File: src/rtl/afe_emu_pkg.sv
// Shared types and constants for the PPG analog front-end emulator.
package afe_emu_pkg;

    typedef enum logic [1:0] {
        RISE = 2'd0,
        FALL = 2'd1,
        REST = 2'd2
    } beat_state_e;

    localparam logic [7:0] ADC_MIN          = 8'd0;
    localparam logic [7:0] ADC_MAX          = 8'd255;
    localparam int         DEF_RED_DC       = 100;
    localparam int         DEF_IR_DC        = 120;
    localparam int         DEF_COMP_STEP    = 10;
    localparam int         DEF_ADC_MID      = 128;

    // Saturate the offset-corrected amplifier output into the 8-bit ADC range.
    function automatic logic [7:0] clamp_adc(input logic signed [19:0] v);
        logic [7:0] r;
        if (v < 20'sd0) begin
            r = ADC_MIN;
        end else if (v > 20'sd255) begin
            r = ADC_MAX;
        end else begin
            r = v[7:0];
        end
        return r;
    endfunction

endpackage

File: src/rtl/ppg_afe_emulator_if.sv
// Control/sample bus between the LED/PGA controller and the AFE emulator.
interface ppg_afe_emulator_if;
    logic       PULSE_EN;
    logic [3:0] LED_DRIVE;
    logic [6:0] DC_Comp;
    logic       LED_IR;
    logic       LED_RED;
    logic [3:0] PGA_Gain;
    logic [7:0] ADC;
    logic       Tick;

    modport master (
        output PULSE_EN, LED_DRIVE, DC_Comp, LED_IR, LED_RED, PGA_Gain,
        input  ADC, Tick
    );

    modport slave (
        input  PULSE_EN, LED_DRIVE, DC_Comp, LED_IR, LED_RED, PGA_Gain,
        output ADC, Tick
    );
endinterface

File: src/rtl/ppg_beat_gen.sv
// Heartbeat envelope generator: tick divider, beat counter and RISE/FALL/REST shaper.
module ppg_beat_gen
    import afe_emu_pkg::*;
#(
    parameter int SAMPLE_DIV = 1,
    parameter int BEAT_LEN   = 1000,
    parameter int RISE_STEP  = 8,
    parameter int FALL_STEP  = 2,
    parameter int PEAK       = 200
) (
    input  logic       clk,
    input  logic       rst,
    input  logic       pulse_en,
    output logic [7:0] env,
    output logic       tick
);

    localparam int DIV_W  = (SAMPLE_DIV > 1) ? $clog2(SAMPLE_DIV) : 1;
    localparam int BEAT_W = (BEAT_LEN > 1) ? $clog2(BEAT_LEN) : 1;
    localparam logic [DIV_W-1:0]  DIV_LAST  = DIV_W'(SAMPLE_DIV - 1);
    localparam logic [BEAT_W-1:0] BEAT_LAST = BEAT_W'(BEAT_LEN - 1);

    logic [DIV_W-1:0]  div_cnt_q, div_cnt_d;
    logic [BEAT_W-1:0] beat_cnt_q, beat_cnt_d;
    logic [7:0]        env_q, env_d;
    logic              tick_q, tick_d;
    beat_state_e       state_q, state_d;
    logic [8:0]        rise_sum_s;

    // Next-state for the divider, beat counter and envelope shaper.
    always_comb begin
        div_cnt_d  = div_cnt_q;
        tick_d     = 1'b0;
        beat_cnt_d = beat_cnt_q;
        env_d      = env_q;
        state_d    = state_q;
        rise_sum_s = {1'b0, env_q} + 9'(RISE_STEP);

        if (div_cnt_q == DIV_LAST) begin
            div_cnt_d = '0;
            tick_d    = 1'b1;
        end else begin
            div_cnt_d = div_cnt_q + DIV_W'(1);
        end

        if (!pulse_en) begin
            env_d      = 8'd0;
            state_d    = RISE;
            beat_cnt_d = '0;
        end else if (tick_d) begin
            // Beat wrap outranks the shape transitions and leaves env untouched.
            if (beat_cnt_q == BEAT_LAST) begin
                beat_cnt_d = '0;
                state_d    = RISE;
            end else begin
                beat_cnt_d = beat_cnt_q + BEAT_W'(1);
                case (state_q)
                    RISE: begin
                        if (rise_sum_s >= 9'(PEAK)) begin
                            env_d   = 8'(PEAK);
                            state_d = FALL;
                        end else begin
                            env_d   = rise_sum_s[7:0];
                        end
                    end
                    FALL: begin
                        if (env_q <= 8'(FALL_STEP)) begin
                            env_d   = 8'd0;
                            state_d = REST;
                        end else begin
                            env_d   = env_q - 8'(FALL_STEP);
                        end
                    end
                    REST: begin
                        env_d = 8'd0;
                    end
                    default: begin
                        env_d   = 8'd0;
                        state_d = RISE;
                    end
                endcase
            end
        end else begin
            env_d = env_q;
        end
    end

    // State registers with synchronous reset.
    always_ff @(posedge clk) begin
        if (rst) begin
            div_cnt_q  <= '0;
            beat_cnt_q <= '0;
            env_q      <= 8'd0;
            tick_q     <= 1'b0;
            state_q    <= RISE;
        end else begin
            div_cnt_q  <= div_cnt_d;
            beat_cnt_q <= beat_cnt_d;
            env_q      <= env_d;
            tick_q     <= tick_d;
            state_q    <= state_d;
        end
    end

    assign env  = env_q;
    assign tick = tick_q;

endmodule

File: src/rtl/ppg_afe_emulator.sv
// PPG analog front-end emulator: channel select, photocurrent, DC subtraction,
// PGA gain and ADC clipping in a 3-stage pipeline fed by the beat generator.
module ppg_afe_emulator
    import afe_emu_pkg::*;
#(
    parameter int SAMPLE_DIV   = 1,
    parameter int BEAT_LEN     = 1000,
    parameter int RISE_STEP    = 8,
    parameter int FALL_STEP    = 2,
    parameter int PEAK         = 200,
    parameter int RED_DC       = DEF_RED_DC,
    parameter int IR_DC        = DEF_IR_DC,
    parameter int RED_AC_SHIFT = 5,
    parameter int IR_AC_SHIFT  = 5,
    parameter int COMP_STEP    = DEF_COMP_STEP,
    parameter int ADC_MID      = DEF_ADC_MID
) (
    input  logic                CLK,
    input  logic                rst,
    ppg_afe_emulator_if.slave   afe
);

    logic [7:0]         env_s;
    logic               tick_s;
    logic [8:0]         level_s;
    logic [12:0]        photo_q, photo_d;
    logic [10:0]        comp_q, comp_d;
    logic [3:0]         gain_q, gain_d;
    logic signed [13:0] diff_s;
    logic signed [18:0] diff_x_s, gain_x_s;
    logic [4:0]         gain_p1_s;
    logic signed [18:0] amp_q, amp_d;
    logic signed [19:0] sum_s;
    logic [7:0]         adc_q, adc_d;

    ppg_beat_gen #(
        .SAMPLE_DIV (SAMPLE_DIV),
        .BEAT_LEN   (BEAT_LEN),
        .RISE_STEP  (RISE_STEP),
        .FALL_STEP  (FALL_STEP),
        .PEAK       (PEAK)
    ) u_beat (
        .clk      (CLK),
        .rst      (rst),
        .pulse_en (afe.PULSE_EN),
        .env      (env_s),
        .tick     (tick_s)
    );

    // Channel select and the three pipeline stage computations.
    always_comb begin
        case ({afe.LED_RED, afe.LED_IR})
            2'b10:   level_s = 9'(RED_DC) + 9'(env_s >> RED_AC_SHIFT);
            2'b01:   level_s = 9'(IR_DC) + 9'(env_s >> IR_AC_SHIFT);
            default: level_s = 9'd0;
        endcase

        photo_d = 13'(afe.LED_DRIVE) * 13'(level_s);
        comp_d  = 11'(afe.DC_Comp) * 11'(COMP_STEP);
        gain_d  = afe.PGA_Gain;

        // Differential input can be negative when compensation exceeds photocurrent.
        diff_s    = $signed({1'b0, photo_q}) - $signed({3'b000, comp_q});
        gain_p1_s = {1'b0, gain_q} + 5'd1;
        diff_x_s  = 19'(diff_s);
        gain_x_s  = {14'd0, gain_p1_s};
        amp_d     = diff_x_s * gain_x_s;

        sum_s = 20'(amp_q) + 20'(ADC_MID);
        adc_d = clamp_adc(sum_s);
    end

    // Pipeline registers with synchronous reset.
    always_ff @(posedge CLK) begin
        if (rst) begin
            photo_q <= 13'd0;
            comp_q  <= 11'd0;
            gain_q  <= 4'd0;
            amp_q   <= 19'sd0;
            adc_q   <= 8'd0;
        end else begin
            photo_q <= photo_d;
            comp_q  <= comp_d;
            gain_q  <= gain_d;
            amp_q   <= amp_d;
            adc_q   <= adc_d;
        end
    end

    assign afe.ADC  = adc_q;
    assign afe.Tick = tick_s;

endmodule

File: src/flat_wrapper.sv
// flat-port wrapper written by rule: the top's interface ports become plain ports
module ppg_afe_emulator_flat import afe_emu_pkg::*;
#(
    parameter int SAMPLE_DIV   = 1,
    parameter int BEAT_LEN     = 1000,
    parameter int RISE_STEP    = 8,
    parameter int FALL_STEP    = 2,
    parameter int PEAK         = 200,
    parameter int RED_DC       = DEF_RED_DC,
    parameter int IR_DC        = DEF_IR_DC,
    parameter int RED_AC_SHIFT = 5,
    parameter int IR_AC_SHIFT  = 5,
    parameter int COMP_STEP    = DEF_COMP_STEP,
    parameter int ADC_MID      = DEF_ADC_MID
)
  (CLK, rst, afe_PULSE_EN, afe_LED_DRIVE, afe_DC_Comp, afe_LED_IR, afe_LED_RED, afe_PGA_Gain, afe_ADC, afe_Tick);
  ppg_afe_emulator_if afe_i ();
  input  logic CLK;
  input  logic rst;
  input wire logic [$bits(afe_i.PULSE_EN)-1:0] afe_PULSE_EN;
  input wire logic [$bits(afe_i.LED_DRIVE)-1:0] afe_LED_DRIVE;
  input wire logic [$bits(afe_i.DC_Comp)-1:0] afe_DC_Comp;
  input wire logic [$bits(afe_i.LED_IR)-1:0] afe_LED_IR;
  input wire logic [$bits(afe_i.LED_RED)-1:0] afe_LED_RED;
  input wire logic [$bits(afe_i.PGA_Gain)-1:0] afe_PGA_Gain;
  output wire logic [$bits(afe_i.ADC)-1:0] afe_ADC;
  output wire logic [$bits(afe_i.Tick)-1:0] afe_Tick;
  assign afe_i.PULSE_EN = afe_PULSE_EN;
  assign afe_i.LED_DRIVE = afe_LED_DRIVE;
  assign afe_i.DC_Comp = afe_DC_Comp;
  assign afe_i.LED_IR = afe_LED_IR;
  assign afe_i.LED_RED = afe_LED_RED;
  assign afe_i.PGA_Gain = afe_PGA_Gain;
  assign afe_ADC = afe_i.ADC;
  assign afe_Tick = afe_i.Tick;
  ppg_afe_emulator #(.SAMPLE_DIV(SAMPLE_DIV), .BEAT_LEN(BEAT_LEN), .RISE_STEP(RISE_STEP), .FALL_STEP(FALL_STEP), .PEAK(PEAK), .RED_DC(RED_DC), .IR_DC(IR_DC), .RED_AC_SHIFT(RED_AC_SHIFT), .IR_AC_SHIFT(IR_AC_SHIFT), .COMP_STEP(COMP_STEP), .ADC_MID(ADC_MID)) u_core (.CLK(CLK), .rst(rst), .afe(afe_i));
endmodule
File: config.mk
export PLATFORM = sky130hd
export DESIGN_NAME = ppg_afe_emulator_flat
export DESIGN_NICKNAME = d
export VERILOG_FILES = /design/src/rtl/afe_emu_pkg.sv /design/src/rtl/ppg_afe_emulator_if.sv /design/src/rtl/ppg_beat_gen.sv /design/src/rtl/ppg_afe_emulator.sv /design/src/flat_wrapper.sv
export SDC_FILE = /design/constraint.sdc
export NUM_CORES = 1
export LEC_CHECK = 0
export ABC_CLOCK_PERIOD_IN_PS = 5300
export BUFFER_PORTS_ARGS = -buffer_cell sky130_fd_sc_hd__buf_2
export CORE_ASPECT_RATIO = 2
export CORE_MARGIN = 4
export CORE_UTILIZATION = 64
export DETAILED_ROUTE_END_ITERATION = 8
export GPL_TIMING_DRIVEN = 1
export PLACE_DENSITY = 0.81
export SLEW_MARGIN = 20
export SYNTH_ARGS = -nofsm -noshare
export SYNTH_HDL_FRONTEND = slang
export SYNTH_SLANG_ARGS = --single-unit
File: constraint.sdc
create_clock -name CLK -period 5.3 [get_ports CLK]
set_input_delay 0.265 -clock CLK [delete_from_list [all_inputs] [get_ports CLK]]
set_output_delay 0.265 -clock CLK [all_outputs]
set_load 0.02 [all_outputs]
Word level (Yosys, flattened, before mapping)
Cells that the tools add are included.
W data, S select, Z words.

operators by class
  $add $sub $neg = 9
  multiply operators = 3
  magnitude comparators = 4
  equality and inequality tests = 8
  mux-type cells = 11
  bitwise gates (word level) = 3
  reductions and logical operators = 6

operators by type and width
  kind                     count
  $mux W8                  3
  $add A19 B9 Y20 const B  1
  $gt A20 B9 Y1 const B    1
  $lt A20 B1 Y1 const B    1
  $mul A14 B6 Y19          1
  $pmux W9 S2              1
  $add A7 B3 Y8 const A    2
  $pmux W8 S2              1
  $sub A13 B11 Y14         1
  $mul A4 B9 Y13           1
  $add A10 B1 Y10 const B  1
  $eq A10 B10 Y1 const B   1
  $mul A7 B3 Y10 const B   1
  $mux W10                 1
  $add A8 B4 Y9 const B    1
  $ge A9 B8 Y1 const B     1
  $le A8 B2 Y1 const B     1
  $sub A8 B2 Y8 const B    1
  $mux W2                  3
  $ne A3 B3 Y1 const B     2
  $pmux W2 S3              1
  $reduce_or A2 Y1         3
  $add A4 B1 Y5 const B    1
  $eq A2 B1 Y1 const B     2
  other kinds (8)          11

word-level totals
  register bits = 77
  logic and storage cells = 55

Longest topological paths before layout
Gate-level depths: netlist of run 1.

  word-level depth = 5
  depth in mapped cells = 20
  gate-level depth less buffers = 20

Hierarchy
Synthesis of run 1 repeated with hierarchy kept, for this count alone.

second synthesis, totals
  cells, all modules = 856
  area, all modules = 7131.8 µm²

modules (own cells, without submodules)
  module            instances  cells each  area each (µm²)  sequential area each (µm²)
  ppg_afe_emulator  1          699         5868.1           1061.0
  ppg_beat_gen      1          157         1263.7           420.4

Worst setup path after synthesis of run 1
No wires, ideal clock.

  path type = register to register
  start point = register u_core.photo_q[1]
  end point = register u_core.amp_q[17]
  arrival = 4.817 ns
  required time = 5.179 ns
  setup slack = 0.362 ns
  cell stages (with the launch flop) = 19
  clock period less this slack = 4.938 ns
  cells stage by stage = dfxtp_1 > inv_1 > ha_1 > fa_1 > nor2b_1 > o31a_1 > o21ai_0 > a21boi_0 > nor3_1 > fa_1 > inv_1 > fa_1 > fa_1 > inv_1 > ha_1 > a2111o_1 > o2111a_1 > o21ai_0 > mux2_2

on the way
  word-level cells in the longest chain between the ends = 2

ends and longest elaborated chain
  what                    RTL line                text
  start, declared         ppg_afe_emulator.sv:26  logic [12:0] photo_q, photo_d;
  start signal, assigned  ppg_afe_emulator.sv:82  photo_q <= photo_d;
  $sub A13 B11 Y14        ppg_afe_emulator.sv:63  diff_s = $signed({1'b0, photo_q}) - $signed({3'b000, comp_q});
  $mul A14 B6 Y19         ppg_afe_emulator.sv:67  amp_d = diff_x_s * gain_x_s;
  end signal, assigned    ppg_afe_emulator.sv:85  amp_q <= amp_d;
  end, declared           ppg_afe_emulator.sv:32  logic signed [18:0] amp_q, amp_d;

Every way passes these cells.
A chain may end at the register's enable or synchronous reset.

Worst setup path in the final report of run 1
  start point = register u_core.photo_q[1]
  end point = register u_core.amp_q[14]

Same word-level chain as after synthesis.

==> reports/metrics.yaml, run 1 <==
status: "finished clean"
grt_use_met1_pct: 25.2
clk_pin_slew_ps: 60
syn_area_per_cell_sq_um: 8.50
ctsHtreeMaxLevel: 3
synth.top_cell.area_share_pct: 21.3
syn_area_sq_um: 6960
ys_async_sr_fraction_pct: 0
port_buffers: 28
crit_start: "u_core.photo_q[1]"
drtAntennaViolNets: 0
num_rows: 53
die_area_sq_um: 12700
combPwrFrac_pct: 68.0
max_freq_ghz: 0.195
antenna_found_initial: 0
grt_pass1_wl_mm: 27.6
ios: 29
clock_power_share_pct: 14.2
vias: 5966
synth_nets: 971
switching_share_pct: 47.2
dp_slack_ps: 40.2
cts_num_sinks: 74
synth.largest_area_cell: "dfxtp_1"
crit_arrival_ps: 5410
grt.busiest_layer: "met2"
synth.area.top_cells: "dfxtp_1 (21%), fa_1 (16%), ha_1 (14%)"
grt_max_degree: 60
avgViaCountPerCell: 6.00
die_h_microns: 156
r2r_slack_ps: 170
routed_wl_mm: 16.1
synth-edff-count: 0
cts-root-buf: "clkbuf_16"
die-width_microns: 81.8
place.gp.congestion: 0.905
ys_seq_area_share_pct: 21.3
skew_ps: 9.57
setup.worst_path.end: "u_core.amp_q[14]"
postPlaceCellArea_sq_um: 7270
diodes: 0
timing.rr.end: "u_core.amp_q[14]"
setup_ws_ps: 175
synth_flop_cell: "dfxtp_1"
p_per_area_nw_per_um2: 520
cts_tree: "yes"
p_sw_w: 0.00189
crit_fanout: 5
crit_path_start_kind: "flop"
multiInputGateArea_sq_um: 5080
reg2reg_depth: 19
register_area_sq_um: 1480
endpoint_kind: "flop"
start_util_pct: 65.6
cts_made_buffers: 9
p_leak_nw: 3.65
sequentialPowerShare_pct: 17.8
finalMaxSlewViolations: 0
synth.distinct_cells: 65
grt_pass1_vias: 6308
fin_hold_ws_ps: 137
slew_headroom_pct: 43.2
clock_path_buffers: 2
area_growth_pct: 10.5
worst_skew_pair.late_latency_ps: 340
drive_gt1_share_pct: 12.1
syn_inst: 819
grt_overflow: 0
post_drt_wl_per_cell_microns: 16.1
hp-class: "primary input to flop"
whs_path_depth: 2
ir_worst_vdd_mv: 0.300
grt_use_total_pct: 27.6
dp_hpwl_mm: 12.8
worst-setup-path-type: "flop to flop"
fillers: 812
use_met3_pct: 5.21
final_area_sq_um: 7700
period_needed_ps: 5130
core_sq_um: 10600
final_nets: 1005
drtIter0Drc: 269
intPower_w: 0.00211
yosys_warnings: 0
ys_seq_elements: 74
r2r_start: "u_core.photo_q[1]"
period_share_pct: 96.7
hold_viol_final: 0
first_pass_iters: 5
met2_usage_pct: 51.7
crit_required_ps: 5580
drc: 0
utilization_pct: 72.5
drv_cap: 0
final-setup-viol-count: 0
worstMarginPinSlew_ps: 842
through the flow:
| step | instances | total power [W] | setup TNS [ps] |
|---|---|---|---|
| floorplan | 819 | 0.00270 | 0 |
| global placement | 977 | 0.00310 | 0 |
| detailed placement | 977 | 0.00324 | 0 |
| CTS | 993 | 0.00383 | 0 |
| global route | 995 | 0.00438 | -62.8 |
| finish | 995 | 0.00400 | 0 |
worst max-delay path, stage by stage (launching register included):
cell,delay [ps]
dfxtp_1,310
inv_1,40
ha_2,190
fa_2,400
nor2b_4,170
o31ai_4,110
a2111oi_4,470
nor2_1,160
o21ai_1,200
fa_1,450
fa_1,490
inv_1,50
fa_1,520
inv_1,40
ha_1,340
o21ai_0,140
or2_2,210
nand4_1,190
a2111o_1,470
nand3_1,70
layout by cell type, fill, tap and decap left out, types with 4 or more instances in the layout:
cell,netlist,layout
and3_1,7,7
buf_4,0,12
a21oi_1,28,28
a31oi_1,10,9
o21bai_1,4,4
nor3_1,32,27
o21ai_1,0,4
mux2i_1,5,5
clkbuf_16,0,9
ha_2,0,4
ha_1,78,74
or2_2,9,9
nand2b_1,13,13
xor2_1,13,13
nand4_1,12,12
or3_1,14,14
nand3_1,14,14
inv_1,122,122
nand2_1,39,39
a211oi_1,6,4
xnor2_1,17,15
and2_1,7,7
o21ai_0,31,27
fa_1,54,52
nor4_1,6,6
o21a_1,17,17
nand3b_1,5,5
nor2_1,84,83
dfxtp_1,74,74
o311ai_0,4,4
buf_2,3,28
mux2_2,4,4
nor2b_1,27,25
nor3_2,0,5
a21o_1,18,18
routing by layer:
layer | routed length, microns | up-vias | share of wire, %
li1 | - | 2835 | -
met1 | 5270 | 2847 | 33
met2 | 8970 | 194 | 56
met3 | 581 | 90 | 3.6
met4 | 1240 | 0 | 7.7
met5 | 0 | - | 0
worst min path at each step:
stage / startpoint / endpoint / slack (ps)
after CTS: afe_PGA_Gain[2] / u_core.gain_q[2] / 130
final: afe_PGA_Gain[2] / u_core.gain_q[2] / 140
after global placement: u_core.amp_q[3] / u_core.afe.ADC[3] / 430
after global routing: afe_PGA_Gain[3] / u_core.gain_q[3] / 120
after detailed placement: u_core.amp_q[2] / u_core.afe.ADC[2] / 430
after floorplan: afe_DC_Comp[0] / u_core.comp_q[1] / 390
kinds of logic (layout without fill, tap and decap cells):
family / Yosys count / count (layout) / synth area share, %
other cells: 1 / 1 / 0.0538
fa+ha+maj: 132 / 132 / 29.5
flops: 74 / 74 / 21.3
compound gates: 151 / 151 / 15.5
xor+xnor: 30 / 30 / 3.77
buf+inv: 141 / 180 / 7.80
mux: 10 / 10 / 1.58
simple gates: 280 / 280 / 20.5
repair_timing:
item                       in CTS  in global routing
setup endpoints to repair       0                  7
buffers inserted                0                  2
resized for setup               0                 34
hold buffers                    0                  0
power groups by stage:
stage	clock, W	sequential (W)	combinational [W]
2_1_floorplan	0	0.000729	0.00197
3_3_place_gp	0	0.000720	0.00238
3_5_place_dp	0	0.000725	0.00251
4_1_cts	0.000573	0.000713	0.00254
5_1_grt	0.000596	0.000724	0.00306
6_report	0.000567	0.000713	0.00272
cells in the mapped netlist, types with 3 or more instances:
cell / instances
nor2_1: 84
inv_1: 122
fa_1: 54
mux2_2: 4
dfxtp_1: 74
xor2_1: 13
nand2b_1: 13
xnor2_1: 17
ha_1: 78
a211oi_1: 6
nor2b_1: 27
o21ai_0: 31
nor4_1: 6
o311ai_0: 4
a21o_1: 18
nor3_1: 32
or2_2: 9
o21a_1: 17
clkbuf_1: 11
and2_1: 7
nand4_1: 12
nand3b_1: 5
o21bai_1: 4
o21ai_2: 3
o31ai_1: 3
nand3_1: 14
and3_1: 7
a2111o_1: 3
nor3b_1: 3
o211ai_1: 3
buf_2: 3
mux2i_1: 5
nand2_1: 39
a31oi_1: 10
or3_1: 14
a21oi_1: 28
registers in the layout, indices dropped and copies added (netlist names):
| signal | flops |
|---|---|
| u_core.photo_q | 12 |
| u_core.afe.ADC | 8 |
| u_core.u_beat.state_q | 2 |
| u_core.amp_q | 19 |
| u_core.u_beat.beat_cnt_q | 10 |
| u_core.u_beat.tick | 1 |
| u_core.u_beat.div_cnt_q | 1 |
| u_core.comp_q | 10 |
| u_core.u_beat.env | 7 |
| u_core.gain_q | 4 |
final cells by class:
type / instances / share of cell area, %
clock buffers: 10 / 2.97
clock inverters: 6 / 0.553
inverters: 124 / 6.05
multi-input cells: 604 / 66.0
flip-flops and latches: 74 / 19.2
well taps: 137 / 2.23
repair buffers: 40 / 2.99
(Power assumes the default switching activity.)
==> run 2, diff against run 1 <==
MAX_ROUTING_LAYER = met4   (was not set)
==> run 2 against run 1 <==
Against the previous run: worst setup slack better by 27 ps; critical path depth is 2 lower; core utilization is 0.059 points lower; routed wire length is 1.4% higher; cell count stayed put; clock skew is 0.90 ps lower; sequential cell count stayed put; combinational power hardly changed; cell area hardly changed; global-route usage is 0.71 points higher; sequential power is 0.6% higher; largest cell class unchanged; largest power group unchanged.
==> reports/metrics.yaml, run 2 (synthesis results as in run 1) <==
top_layer: "met4"
ir_worst_vdd_mv: 0.336
period_needed_ps: 5100
slew_headroom_pct: 49.1
final_cell_mix: "inv_1 (122), nor2_1 (84), ha_1 (77), dfxtp_1 (74), fa_1 (52)"
fin_total_pwr_w: 0.00404
crit_slowest_cell: "fa_1"
grt_use_total_pct: 28.3
fin_hold_ws_ps: 142
cts-root-buf: "clkbuf_16"
port_buffers: 28
clock_path_buffers: 2
drt-met1-wl_mm: 5.14
postPlaceCellArea_sq_um: 7270
p_sw_w: 0.00189
hold_viol_final: 0
vias: 5925
layout_commonest_cell: "inv_1"
cts_tree: "yes"
worstMarginPinSlew_ps: 755
drv_cap: 0
crit_arrival_ps: 5320
crit_required_ps: 5520
status: "finished clean"
die_h_microns: 156
grt_pass1_vias: 6321
r2r_slack_ps: 200
routed-wl-met3_microns: 618
skew_ps: 8.66
place_inst: 977
dp_hpwl_mm: 12.9
crit_path_start_kind: "flop"
dr_wl_met2_mm: 9.33
avgViaCountPerCell: 5.95
utilization_pct: 72.5
switching_share_pct: 46.8
period_share_pct: 96.2
diodes: 0
path_delay_family: "adder cells"
cts_num_sinks: 74
start_util_pct: 65.6
fin_cells: 995
fillers: 808
crit_buf_inv: 4
drtIter0Drc: 214
intPower_w: 0.00215
finalMaxSlewViolations: 0
max_stage_delay_ps: 540
cts_made_buffers: 9
ctsHtreeMaxLevel: 3
reg_top3: "u_core.amp_q: 19 flops, u_core.photo_q: 12 flops"
grt_max_degree: 60
hold_buffers: 0
final-setup-viol-count: 0
crit_top_cell: "inv_1"
num_rows: 53
routed_wl_mm: 16.3
post_drt_wl_per_cell_microns: 16.4
final_area_sq_um: 7690
die_area_sq_um: 12700
drive_gt1_share_pct: 11.1
die-width_microns: 81.8
endpoint_kind: "flop"
final_nets: 1005
cp_cell_sequence: "inv_1 > ha_1 > nor2b_1 > o2111ai_2 > a311oi_2 > o21a_1 > or3_1 > fa_1 > inv_1 > fa_1 > inv_1 > fa_1 > inv_1 > ha_2 > a2111o_1 > o22ai_1 > mux2_2"
clk_pin_slew_ps: 60
grt_pass1_wl_mm: 27.5
drc: 0
ios: 29
max_freq_ghz: 0.196
worst_skew_pair.late_latency_ps: 340
regMostFlops: "u_core.amp_q"
area_growth_pct: 10.4
first_pass_iters: 5
p_leak_nw: 3.65
p_per_area_nw_per_um2: 526
hp-class: "primary input to flop"
largest_reg_flops: 19
antenna_found_initial: 0
place.gp.congestion: 0.923
drtAntennaViolNets: 0
crit_fanout: 7
sequentialPowerShare_pct: 17.7
grt_overflow: 0
clock_power_share_pct: 14.8
combPwrFrac_pct: 67.5
worst-setup-path-type: "flop to flop"
core_sq_um: 10600
## run 2: worst reg2reg max path, delay by kind of cell, from the launching register on
family	cells	cell delay, ps
fa+ha+maj	5	2180
compound gates	5	1320
simple gates	2	540
flops	1	370
mux	1	350
buf+inv	4	230
## run 2: layout make-up
class	instances	area, sq um	area share [%]
clock buffer	11	233	3.03
multi-input combinational	604	5050	65.7
inverter	124	465	6.05
clock inverter	5	55.1	0.716
sequential	74	1480	19.3
timing repair buffer	40	230	2.99
tap	137	171	2.23
## run 2: path summary, 6_finish.rpt
check,start,to,cells past startpoint
max,u_core.comp_q[2],u_core.amp_q[15],17
min,afe_PGA_Gain[0],u_core.gain_q[0],2
max reg2reg,u_core.comp_q[2],u_core.amp_q[15],17
min reg2reg,u_core.amp_q[6],u_core.afe.ADC[6],1
## run 2: metal layers
metal  track usage [%]  vias to the layer above
li1                  -                     2836
met1              24.5                     2816
met2              51.4                      196
met3              4.58                       77
met4              21.8                        0
met5                 -                        -
## run 2: stage by stage
stage          TNS [ps]  worst slack [ps]
2_1_floorplan         0               362
3_3_place_gp          0               207
3_5_place_dp      -47.3             -47.3
4_1_cts               0              43.1
5_1_grt           -36.5             -19.5
6_report              0               201
## run 2: timing repair
action | CTS | global route
setup endpoints to repair | 3 | 6
resized for setup | 1 | 27
buffers inserted | 1 | 1
pin swaps | 1 | 2
## run 2: power groups by stage
stage / clock [W] / combinational [W] / sequential, W
after floorplan: 0 / 0.00197 / 0.000729
final: 0.000599 / 0.00273 / 0.000717
after detailed placement: 0 / 0.00251 / 0.000726
after global routing: 0.000630 / 0.00306 / 0.000726
after CTS: 0.000605 / 0.00254 / 0.000715
after global placement: 0 / 0.00237 / 0.000720
